<file path="config.mk">
export PLATFORM = sky130hd
export DESIGN_NAME = writeback_unit
export DESIGN_NICKNAME = d
export VERILOG_FILES = /design/src/rtl/writeback_unit.sv
export SDC_FILE = /design/constraint.sdc
export NUM_CORES = 1
export LEC_CHECK = 0
export ABC_CLOCK_PERIOD_IN_PS = 2490
export CORE_MARGIN = 4
export CORE_UTILIZATION = 50
export CTS_CLUSTER_SIZE = 8
export DETAILED_ROUTE_END_ITERATION = 8
export GPL_TIMING_DRIVEN = 0
export PLACE_DENSITY = 0.87
export RECOVER_POWER = 50
export SYNTH_ARGS = -nofsm -noshare
export SYNTH_HDL_FRONTEND = slang
export SYNTH_SLANG_ARGS = --single-unit
</file>
<file path="constraint.sdc">
create_clock -name clk -period 2.49 [get_ports clk]
set_clock_uncertainty 0.05 [all_clocks]
set_input_delay 0.3735 -clock clk [delete_from_list [all_inputs] [get_ports clk]]
set_output_delay 0.3735 -clock clk [all_outputs]
set_load 0.01 [all_outputs]
</file>
<file path="src/rtl/writeback_unit.sv">
// Writeback unit: LSU-priority arbiter into a result FIFO that drains to the register file write port.
// Optional register scoreboard enabled by defining WRITEBACK_SCOREBOARD_EN.
module writeback_unit #(
    parameter int DEPTH = 4
) (
    input  logic        clk,
    input  logic        rst,
    input  logic        alu_valid,
    output logic        alu_ready,
    input  logic [4:0]  alu_rd,
    input  logic [31:0] alu_data,
    input  logic        lsu_valid,
    output logic        lsu_ready,
    input  logic [4:0]  lsu_rd,
    input  logic [31:0] lsu_data,
    input  logic        stall,
    input  logic        issue_valid,
    input  logic [4:0]  issue_rd,
    input  logic [4:0]  addr_rs0,
    input  logic [4:0]  addr_rs1,
    output logic        busy_rs0,
    output logic        busy_rs1,
    output logic        we,
    output logic [4:0]  addr_write2,
    output logic [31:0] data_write2
);
    localparam int AW = (DEPTH > 1) ? $clog2(DEPTH) : 1;
    localparam int CW = AW + 1;
    localparam logic [CW-1:0] FULL = CW'(DEPTH);

    logic [AW-1:0] wr_ptr_q, wr_ptr_d, rd_ptr_q, rd_ptr_d;
    logic [CW-1:0] count_q, count_d;
    logic [4:0]    rd_mem   [DEPTH];
    logic [31:0]   data_mem [DEPTH];

    logic          not_full, empty, push, pop;
    logic [4:0]    push_rd;
    logic [31:0]   push_data;

    assign not_full  = (count_q < FULL);
    assign empty     = (count_q == '0);
    assign lsu_ready = not_full;
    assign alu_ready = not_full && !lsu_valid;

    // rd==0 results still handshake but never occupy a FIFO slot
    always_comb begin
        push      = 1'b0;
        push_rd   = alu_rd;
        push_data = alu_data;
        if (lsu_valid && not_full) begin
            push_rd   = lsu_rd;
            push_data = lsu_data;
            push      = (lsu_rd != 5'd0);
        end else if (alu_valid && not_full) begin
            push      = (alu_rd != 5'd0);
        end
    end

    assign we          = !empty && !stall;
    assign pop         = we;
    assign addr_write2 = empty ? 5'd0  : rd_mem[rd_ptr_q];
    assign data_write2 = empty ? 32'd0 : data_mem[rd_ptr_q];

    always_comb begin
        wr_ptr_d = push ? wr_ptr_q + AW'(1) : wr_ptr_q;
        rd_ptr_d = pop  ? rd_ptr_q + AW'(1) : rd_ptr_q;
        count_d  = count_q + CW'(push) - CW'(pop);
    end

    always_ff @(posedge clk or negedge rst) begin
        if (!rst) begin
            wr_ptr_q <= '0;
            rd_ptr_q <= '0;
            count_q  <= '0;
        end else begin
            wr_ptr_q <= wr_ptr_d;
            rd_ptr_q <= rd_ptr_d;
            count_q  <= count_d;
        end
    end

    // Storage needs no reset: reads are masked whenever the FIFO is empty
    always_ff @(posedge clk) begin
        if (push) begin
            rd_mem[wr_ptr_q]   <= push_rd;
            data_mem[wr_ptr_q] <= push_data;
        end
    end

`ifdef WRITEBACK_SCOREBOARD_EN
    logic [31:0] busy_q, busy_d;

    // Clear before set so a same-edge issue of the popped register stays busy
    always_comb begin
        busy_d = busy_q;
        if (pop)
            busy_d[addr_write2] = 1'b0;
        if (issue_valid && (issue_rd != 5'd0))
            busy_d[issue_rd] = 1'b1;
        busy_d[0] = 1'b0;
    end

    always_ff @(posedge clk or negedge rst) begin
        if (!rst) busy_q <= '0;
        else      busy_q <= busy_d;
    end

    assign busy_rs0 = busy_q[addr_rs0];
    assign busy_rs1 = busy_q[addr_rs1];
`else
    logic unused_sb;
    assign unused_sb = ^{issue_valid, issue_rd, addr_rs0, addr_rs1};
    assign busy_rs0  = 1'b0;
    assign busy_rs1  = 1'b0;
`endif

endmodule

</file>
Word-level counts from Yosys, hierarchy flattened --
Memory sizes are Yosys's and may differ from the RTL's. Index checks and enable logic that the tools add are counted. W data, S select, Z words.
Operators by class: $add $sub $neg 4, magnitude comparators 1, mux-type cells 8, reductions and logical operators 10
Operators by type and width (count):
- $mux W32 | 2
- $mux W5 | 2
- $reduce_bool A5 Y1 | 2
- $add A2 B1 Y2 const B | 2
- $logic_and A1 B1 Y1 | 4
- $mux W1 | 4
- $add A3 B1 Y3 | 1
- $logic_not A1 Y1 | 3
- $logic_not A3 Y1 | 1
- $lt A3 B3 Y1 const B | 1
- $sub A3 B1 Y3 | 1
Word-level totals: bits in registers 7, RAM bits 148, output and inout port bits 42, logic and storage cells 28, memories kept 2
Memories:
- data_mem | words 4, bits a word 32, rd ports 1, clocked after Yosys merged registers in 0, wr ports 1, line 34 | logic [31:0] data_mem [DEPTH];
- rd_mem | words 4, bits a word 5, rd ports 1, clocked after Yosys merged registers in 0, wr ports 1, line 33 | logic [4:0] rd_mem [DEPTH];

Longest topological paths before layout --
Gate-level depths: netlist of run 1.
depth after elaboration 6, mapped depth 10

Worst setup path after synthesis of run 1 --
OpenSTA, ideal clock, no wires.
kind register to register, start point register count_q[2], end point register count_q[2], data arrival time 2178 ps, data required time 2317 ps, path slack 140 ps, cell stages (with the launch flop) 10, path buffers 1, clock period less this slack 2350 ps, cell sequence dfrtp_1 -> nor3_1 -> clkbuf_1 -> nor2_1 -> ha_1 -> inv_1 -> ha_1 -> fa_1 -> xnor2_1 -> xnor2_1
On the way: elaborated cells between the ends (all ways) 10
RTL lines:
- start, declared | line 32 | logic [CW-1:0] count_q, count_d;
- start signal, assigned | line 78 | count_q <= count_d;
- $logic_not A3 Y1 | line 41 | assign empty = (count_q == '0);
- $logic_not A1 Y1 | line 59 | assign we = !empty && !stall;
- $logic_and A1 B1 Y1 | line 59
- named net we | line 23 | output logic we,
- $sub A3 B1 Y3 | line 67 | count_d = count_q + CW'(push) - CW'(pop);
- named net count_d[2] | line 32
The timed path passes the listed nets, and every way through them passes these cells. A chain may end at the register's enable or synchronous reset.

Worst setup path after layout of run 1 --
start point input alu_rd[1], end point register count_q[2]
On the way: word-level cells in the longest chain between the ends 5
Ends and longest elaborated chain:
- start, declared | line 10 | input logic [4:0] alu_rd,
- $reduce_bool A5 Y1 | line 55 | push = (alu_rd != 5'd0);
- $mux W1 | line 54 | end else if (alu_valid && not_full) begin
- $mux W1 | line 50 | if (lsu_valid && not_full) begin
- $add A3 B1 Y3 | line 67
- $sub A3 B1 Y3 | line 67
- named net count_d[2] | line 32
The timed path passes the listed nets, and every way through them passes these cells.

==> metrics, run 1 <==
status=finished, violations left; violated checks=setup timing; Pint=roughly 7 mW; die footprint=between 10000 and 15000 um2; Synth cell types=25; CP max stage delay=approximately 0.54 ns; critical path peak fanout=2; Post-synth EDFFs=approximately 150; H-tree depth=4; All-Layer GR Usage=0.178; WP data arrival=about 2.8 ns; number of global-route vias before repair=about 3800; Setup violations, final=4; number of CTS-inserted buffers=17; CTS tree=built; fraction of registers with async set/reset=0.0452; Routability Congestion=around 0.67; DR WL/cell=19.3 um; Warnings, synthesis=0; share of the synthesized area in the top cell type=0.687; clk sinks=about 160; DP HPWL=~8400 um; Fillers=848; Initial Util=0.512; cts hold-fix bufs=0; total power draw=9.92 mW; clock-pin slew on the worst setup and hold paths=~0.06 ns; # diodes=0; Sw Pwr=between 2 and 3 mW; placed cell areas=~8000 um2; Final Hold Vio Count=0; first-pass GRT wire length=just under 20000 um; core box area=12600 um2; Sw Ratio=0.293; largest family of logic cells by synthesized area=multiplexers; Max clock buf depth=2; detailed router's first-iteration violation count=~170; Die W=122 um; slew of the pin with the lowest slew margin=between 0.6 and 0.7 ns; #FFs+latches synth=~160; row count=around 40; RSZ-0062 raised after global routing=true; I/O pin cnt=between 100 and 150; clk_lat worst skew=roughly 0.41 ns; via count=between 3000 and 4000; largest area contributor in the netlist=edfxtp_1; Slew Limit Headroom=0.539; drt drc=0; Reg power frac=0.375; pre-CTS setup slack=-0.419 ns; syn_area_per_cell=slightly above 20 um2; Tmin final=2.53 ns; CP required=around 2.7 ns; die height=~120 um; worst setup margin=-0.0385 ns; period utilization=1.02; count leader, synth=edfxtp_1; Seq/Total Area, Yosys=0.714; post-synthesis compound-gate area fraction=0.00329; layout cells sized above 1=0.260; Post-Synth Adder-Cell Area=0.0147; Worst setup EP type=register; combinational group share of total power=0.392; Synth Area in XOR/XNOR=0.00677; ranking of synthesized cells by area=edfxtp_1 (69%), mux4_2 (13%), mux2_1 (4.7%); Crit Path Class=in2reg; router iterations before antenna repair=4; Hold Crit Class=in2async; Post-Syn Area=between 6000 and 7000 um2; Leak=3.17 nW; Achievable Freq=395 MHz; maxcap violations=0; most common library cells after synthesis=edfxtp_1 (148), mux4_2 (37), nor2b_1 (37); maximum vdd drop=about 0.64 mV; Area Growth Syn to Fin=33.8%; family with the most delay on the worst path=adder cells; IO Port Bufs=approximately 120; initial antenna violation count=0; pin count of the biggest net entering global routing=26; clock share of power=0.233; WP depth=11; Mapped Cells=approximately 320; element type at the critical path start=primary input; CP max-delay cell=or4_4; routed wire length=between 10000 and 15000 um; simple-gate share of the synthesized area=0.0462; Buf+Inv Stages, Crit Path=3; Vias/cell=5.22; GR Overflow Total=0; max-slew violation count=0; crit-path cells=clkdlybuf4s50_1 -> or4_4 -> o211ai_1 -> o21ai_4 -> inv_1 -> ha_1 -> inv_1 -> ha_1 -> fa_2 -> xnor2_2 -> xnor2_1; total power per unit cell area=approximately 1100 nW/um2; number of cells on the worst reg-to-reg path=5; mux cell area share after synthesis=0.196; post-route design area=around 8700 um2; DRT antenna net count=0; Primary FF master, synth=edfxtp_1; Layout Nets=roughly 570; Root Driver=clkbuf_16
## final cells by class
cell class | count | area (um2) | share of cell area
tap | 172 | 215 | 0.0249
sequential | 155 | 4620 | 0.534
inverter | 7 | 26.3 | 0.00304
clock buffer | 18 | 429 | 0.0496
clock inverter | 14 | 106 | 0.0123
buffer | 18 | 183 | 0.0211
multi-input combinational | 140 | 1750 | 0.203
timing repair buffer | 133 | 1320 | 0.153
## power by group through the flow
stage / Combinational [mW] / Sequential [mW] / Clock, mW
finish: 3.89 / 3.71 / 2.31
global route: 4.22 / 3.76 / 2.47
CTS: 3.92 / 3.71 / 2.35
detailed placement: 3.90 / 3.75 / 0
global placement: 3.73 / 3.74 / 0
floorplan: 2.20 / 3.71 / 0
## worst register-to-register path, stage by stage, from the launching register on
cell	delay, ns
dfrtp_1	0.39
inv_1	0.09
nand2_1	0.14
clkbuf_1	0.55
clkbuf_2	0.43
mux2_1	0.44
## placed cells by master (no fill, tap or decap), drive strengths merged, types with 6 or more instances in the layout
| master | instances |
|---|---|
| mux4 | 37 |
| inv | 7 |
| dfrtp | 7 |
| clkinvlp | 6 |
| clkbuf | 44 |
| ha | 6 |
| nor2b | 37 |
| dlymetal6s2s | 19 |
| edfxtp | 148 |
| buf | 25 |
| mux2 | 38 |
| clkdlybuf4s50 | 79 |
| clkinv | 7 |
## worst paths after layout
kind | from | endpoint | slack, ns
max | alu_rd[1] | count_q[2] | -0.04
min | rst | count_q[2] | 0.25
max reg2reg | count_q[2] | data_mem[2][4] | 0.11
min reg2reg | count_q[0] | count_q[0] | 0.48
max in group asynchronous | rst | rd_ptr_q[0] | 1.87
min in group clk | count_q[0] | count_q[0] | 0.48
## metrics by stage
stage | hold slack [ns] | utilization | instances | TNS (ns)
2_1_floorplan | 0.0279 | - | 320 | 0
3_3_place_gp | 0.439 | 0.623 | 610 | -126.47
3_5_place_dp | 0.447 | 0.630 | 614 | -14.59
4_1_cts | 0.173 | 0.678 | 647 | -2.67
5_1_grt | 0.256 | 0.686 | 657 | -1.36
6_report | 0.245 | 0.686 | 657 | -0.0640
## sequential cells by signal, indices dropped and copies added (netlist names)
name,cells
rd_mem,20
rd_ptr_q,2
wr_ptr_q,2
count_q,3
data_mem,128
## cells by family after synthesis
kind of cell / after synthesis
flip-flops: 155
buffers and inverters: 25
adder cells (fa/ha/maj): 7
XOR/XNOR: 5
multiplexers: 75
other: 1
AND/OR/NAND/NOR: 49
AO/OA/AOI/OAI: 2
## metal layers
layer	up-vias	GRT usage	wire [um]
met3	11	0.0525	750
met5	-	0	0
met2	118	0.317	6890
met1	1736	0.212	4910
met4	0	0.0483	111
li1	1565	-	-
## repair_timing
action	in CTS	in global routing
cloned	0	0
setup endpoints to repair	40	39
gates resized for setup	41	69
buffers inserted	1	10
Note: power is estimated with default switching activity, not from simulation.
==> run 2, diff against run 1 <==
--- a/config.mk
+++ b/config.mk
@@ -10,8 +10,9 @@
 export CORE_UTILIZATION = 50
 export CTS_CLUSTER_SIZE = 8
 export DETAILED_ROUTE_END_ITERATION = 8
+export DONT_BUFFER_PORTS = 1
 export GPL_TIMING_DRIVEN = 0
-export PLACE_DENSITY = 0.87
+export PLACE_DENSITY = 0.73
 export RECOVER_POWER = 50
 export SYNTH_ARGS = -nofsm -noshare
 export SYNTH_HDL_FRONTEND = slang
==> metrics, run 2 (synthesis results as in run 1) <==
WP data arrival=2.65 ns (was 2.78 ns); period utilization=0.963 (was 1.02); DRT antenna net count=0 (unchanged); largest reg by FF count=data_mem (unchanged); max-slew violation count=0 (unchanged); clk sinks=155 (unchanged); Slew Limit Headroom=0.573 (was 0.539); core box area=12600 um2 (unchanged); IO Port Bufs=0 (was 118); Crit Path Class=reg2reg (was in2reg); biggest registers after layout=data_mem x128, rd_mem x20, count_q x3 (unchanged); router iterations before antenna repair=4 (unchanged); Final Hold Vio Count=0 (unchanged); number of global-route vias before repair=3241 (was 3801); Tmin final=2.40 ns (was 2.53 ns); CTS tree=built (unchanged); total power draw=9.15 mW (was 9.92 mW); Leak=2.46 nW (was 3.17 nW); Setup violations, final=0 (was 4); Root Driver=clkbuf_16 (unchanged); reg2reg start=count_q[2] (unchanged); Setup TNS=0 ns (was -0.0640 ns); Die W=122 um (unchanged); hold path depth=3; status=finished, final reports clean (was finished, violations left); clk_lat worst skew=0.41 ns (about the same); Buf+Inv Stages, Crit Path=3 (unchanged); crit-path cells=inv_2 -> nand2_1 -> o21ai_4 -> inv_1 -> ha_1 -> inv_1 -> ha_1 -> fa_1 -> xnor2_2 -> xnor2_1 (was clkdlybuf4s50_1 -> or4_4 -> o211ai_1 -> o21ai_4 -> inv_1 -> ha_1 -> inv_1 -> ha_1 -> fa_2 -> xnor2_2 -> xnor2_1); R2R Setup Slk=0.09 ns (was 0.11 ns); H-tree depth=4 (unchanged); number of cells on the worst reg-to-reg path=10 (was 5); Min-Delay Startpoint=stall; total power per unit cell area=1230 nW/um2 (was 1150 nW/um2); Area Growth Syn to Fin=15.1% (was 33.8%); detailed router's first-iteration violation count=178 (was 166); All-Layer GR Usage=0.169 (was 0.178); initial antenna violation count=0 (unchanged); CP required=2.74 ns (about the same); number of CTS-inserted buffers=17 (unchanged); critical path peak fanout=7 (was 2); maxcap violations=0 (unchanged); Vias/cell=5.53 (was 5.22); Min Hold Slack=0.153 ns (was 0.245 ns); Fillers=954 (was 848); Routability Congestion=0.713 (was 0.665); Final Util=0.590 (was 0.686); most frequent cells in the layout=edfxtp_1 (148), mux4_2 (37), nor2b_1 (37) (was edfxtp_1 (148), clkdlybuf4s50_1 (79), mux2_1 (37), mux4_2 (37), nor2b_1 (37)); pin count of the biggest net entering global routing=24 (was 26); Achievable Freq=417 MHz (was 395 MHz); # diodes=0 (unchanged); clock-pin slew on the worst setup and hold paths=0.06 ns (about the same); maximum vdd drop=0.621 mV (was 0.642 mV); commonest non-fill, non-tap cell in the layout=edfxtp_1 (unchanged); element type at the critical path start=register (was primary input); Hold Crit Class=in2reg (was in2async); reg2reg end=count_q[2] (was data_mem[2][4]); CP max stage delay=0.45 ns (was 0.54 ns); I/O pin cnt=137 (unchanged); slew of the pin with the lowest slew margin=0.640 ns (was 0.692 ns); family with the most delay on the worst path=adder cells (unchanged); Worst setup EP type=register (unchanged); drt drc=0 (unchanged); GR Overflow Total=0 (unchanged); layout cells sized above 1=0.302 (was 0.260); CP max-delay cell=dfrtp_1 (was or4_4); row count=41 (unchanged); max reg flops=128 (unchanged); die footprint=14800 um2 (unchanged); first-pass GRT wire length=17900 um (was 19300 um); die height=122 um (unchanged); via count=2932 (was 3430); Initial Util=0.512 (unchanged); DR WL/cell=22.0 um (was 19.3 um); hold worst-path end=rd_ptr_q[1]; Layout Nets=447 (was 574); Max clock buf depth=2 (unchanged); routed wire length=11700 um (was 12700 um); DP HPWL=7510 um (was 8420 um)
run 2: cell count changes in the layout (fill, tap and decap cells not counted), moves of 6 or more:
cell             before  now
mux2_2                0   10
buf_12                9    3
buf_4                11    3
clkdlybuf4s50_1      79    0
dlymetal6s2s_1       19    0
buf_2                 1    7
mux2_1               37   27
clkbuf_2             22    1
run 2: worst max-delay path by stage:
| stage | startpoint | to | slack, ns | depth (start not counted) |
|---|---|---|---|---|
| 2_1_floorplan | count_q[2] | count_q[2] | 0.14 | 9 |
| 3_3_place_gp | count_q[2] | data_mem[2][16] | -0.60 | 4 |
| 3_5_place_dp | count_q[2] | count_q[2] | -0.55 | 9 |
| 4_1_cts | count_q[2] | count_q[2] | 0.005 | 10 |
| 5_1_grt | count_q[2] | count_q[2] | -0.03 | 10 |
| 6_report | count_q[2] | count_q[2] | 0.09 | 10 |
run 2: timing repair:
item                       CTS  global route
setup buffers                0             1
gates resized for setup      6            12
setup endpoints to repair   23            21
hold buffers                 1             0
hold endpoints to repair     7             0
pin swaps                    0             2
run 2: through the flow:
step	std cells	setup slack (ns)	cell area (um2)
3_3_place_gp	492	-0.599	6690
6_report	530	0.0917	7440
4_1_cts	529	0.00466	7400
5_1_grt	530	-0.0314	7440
3_5_place_dp	496	-0.551	6780
2_1_floorplan	320	0.140	6470
run 2: final cells by class:
cell class / instances / area, um2 / share of cell area
sequential: 155 / 4620 / 0.621
multi-input combinational: 140 / 1770 / 0.238
clock buffer: 19 / 433 / 0.0582
tap: 172 / 215 / 0.0289
clock inverter: 13 / 151 / 0.0203
buffer: 18 / 119 / 0.0160
timing repair buffer: 6 / 105 / 0.0141
inverter: 7 / 26.3 / 0.00353
run 2: worst min-delay path: stages:
cell	delay, ns
nor2_2	0.06
nand2_1	0.08
xnor2_1	0.06
run 2: layer usage:
layer | vias up | wire [um] | track usage
met4 | 0 | 193 | 0.0679
met2 | 105 | 5850 | 0.269
met3 | 15 | 661 | 0.0506
met1 | 1497 | 4950 | 0.221
li1 | 1315 | - | -
met5 | - | 0 | 0
run 2: report_power, final:
group | switching, mW | internal [mW]
sequential | 0.159 | 3.56
combinational | 1.63 | 1.29
clock | 0.953 | 1.56
total | 2.75 | 6.41
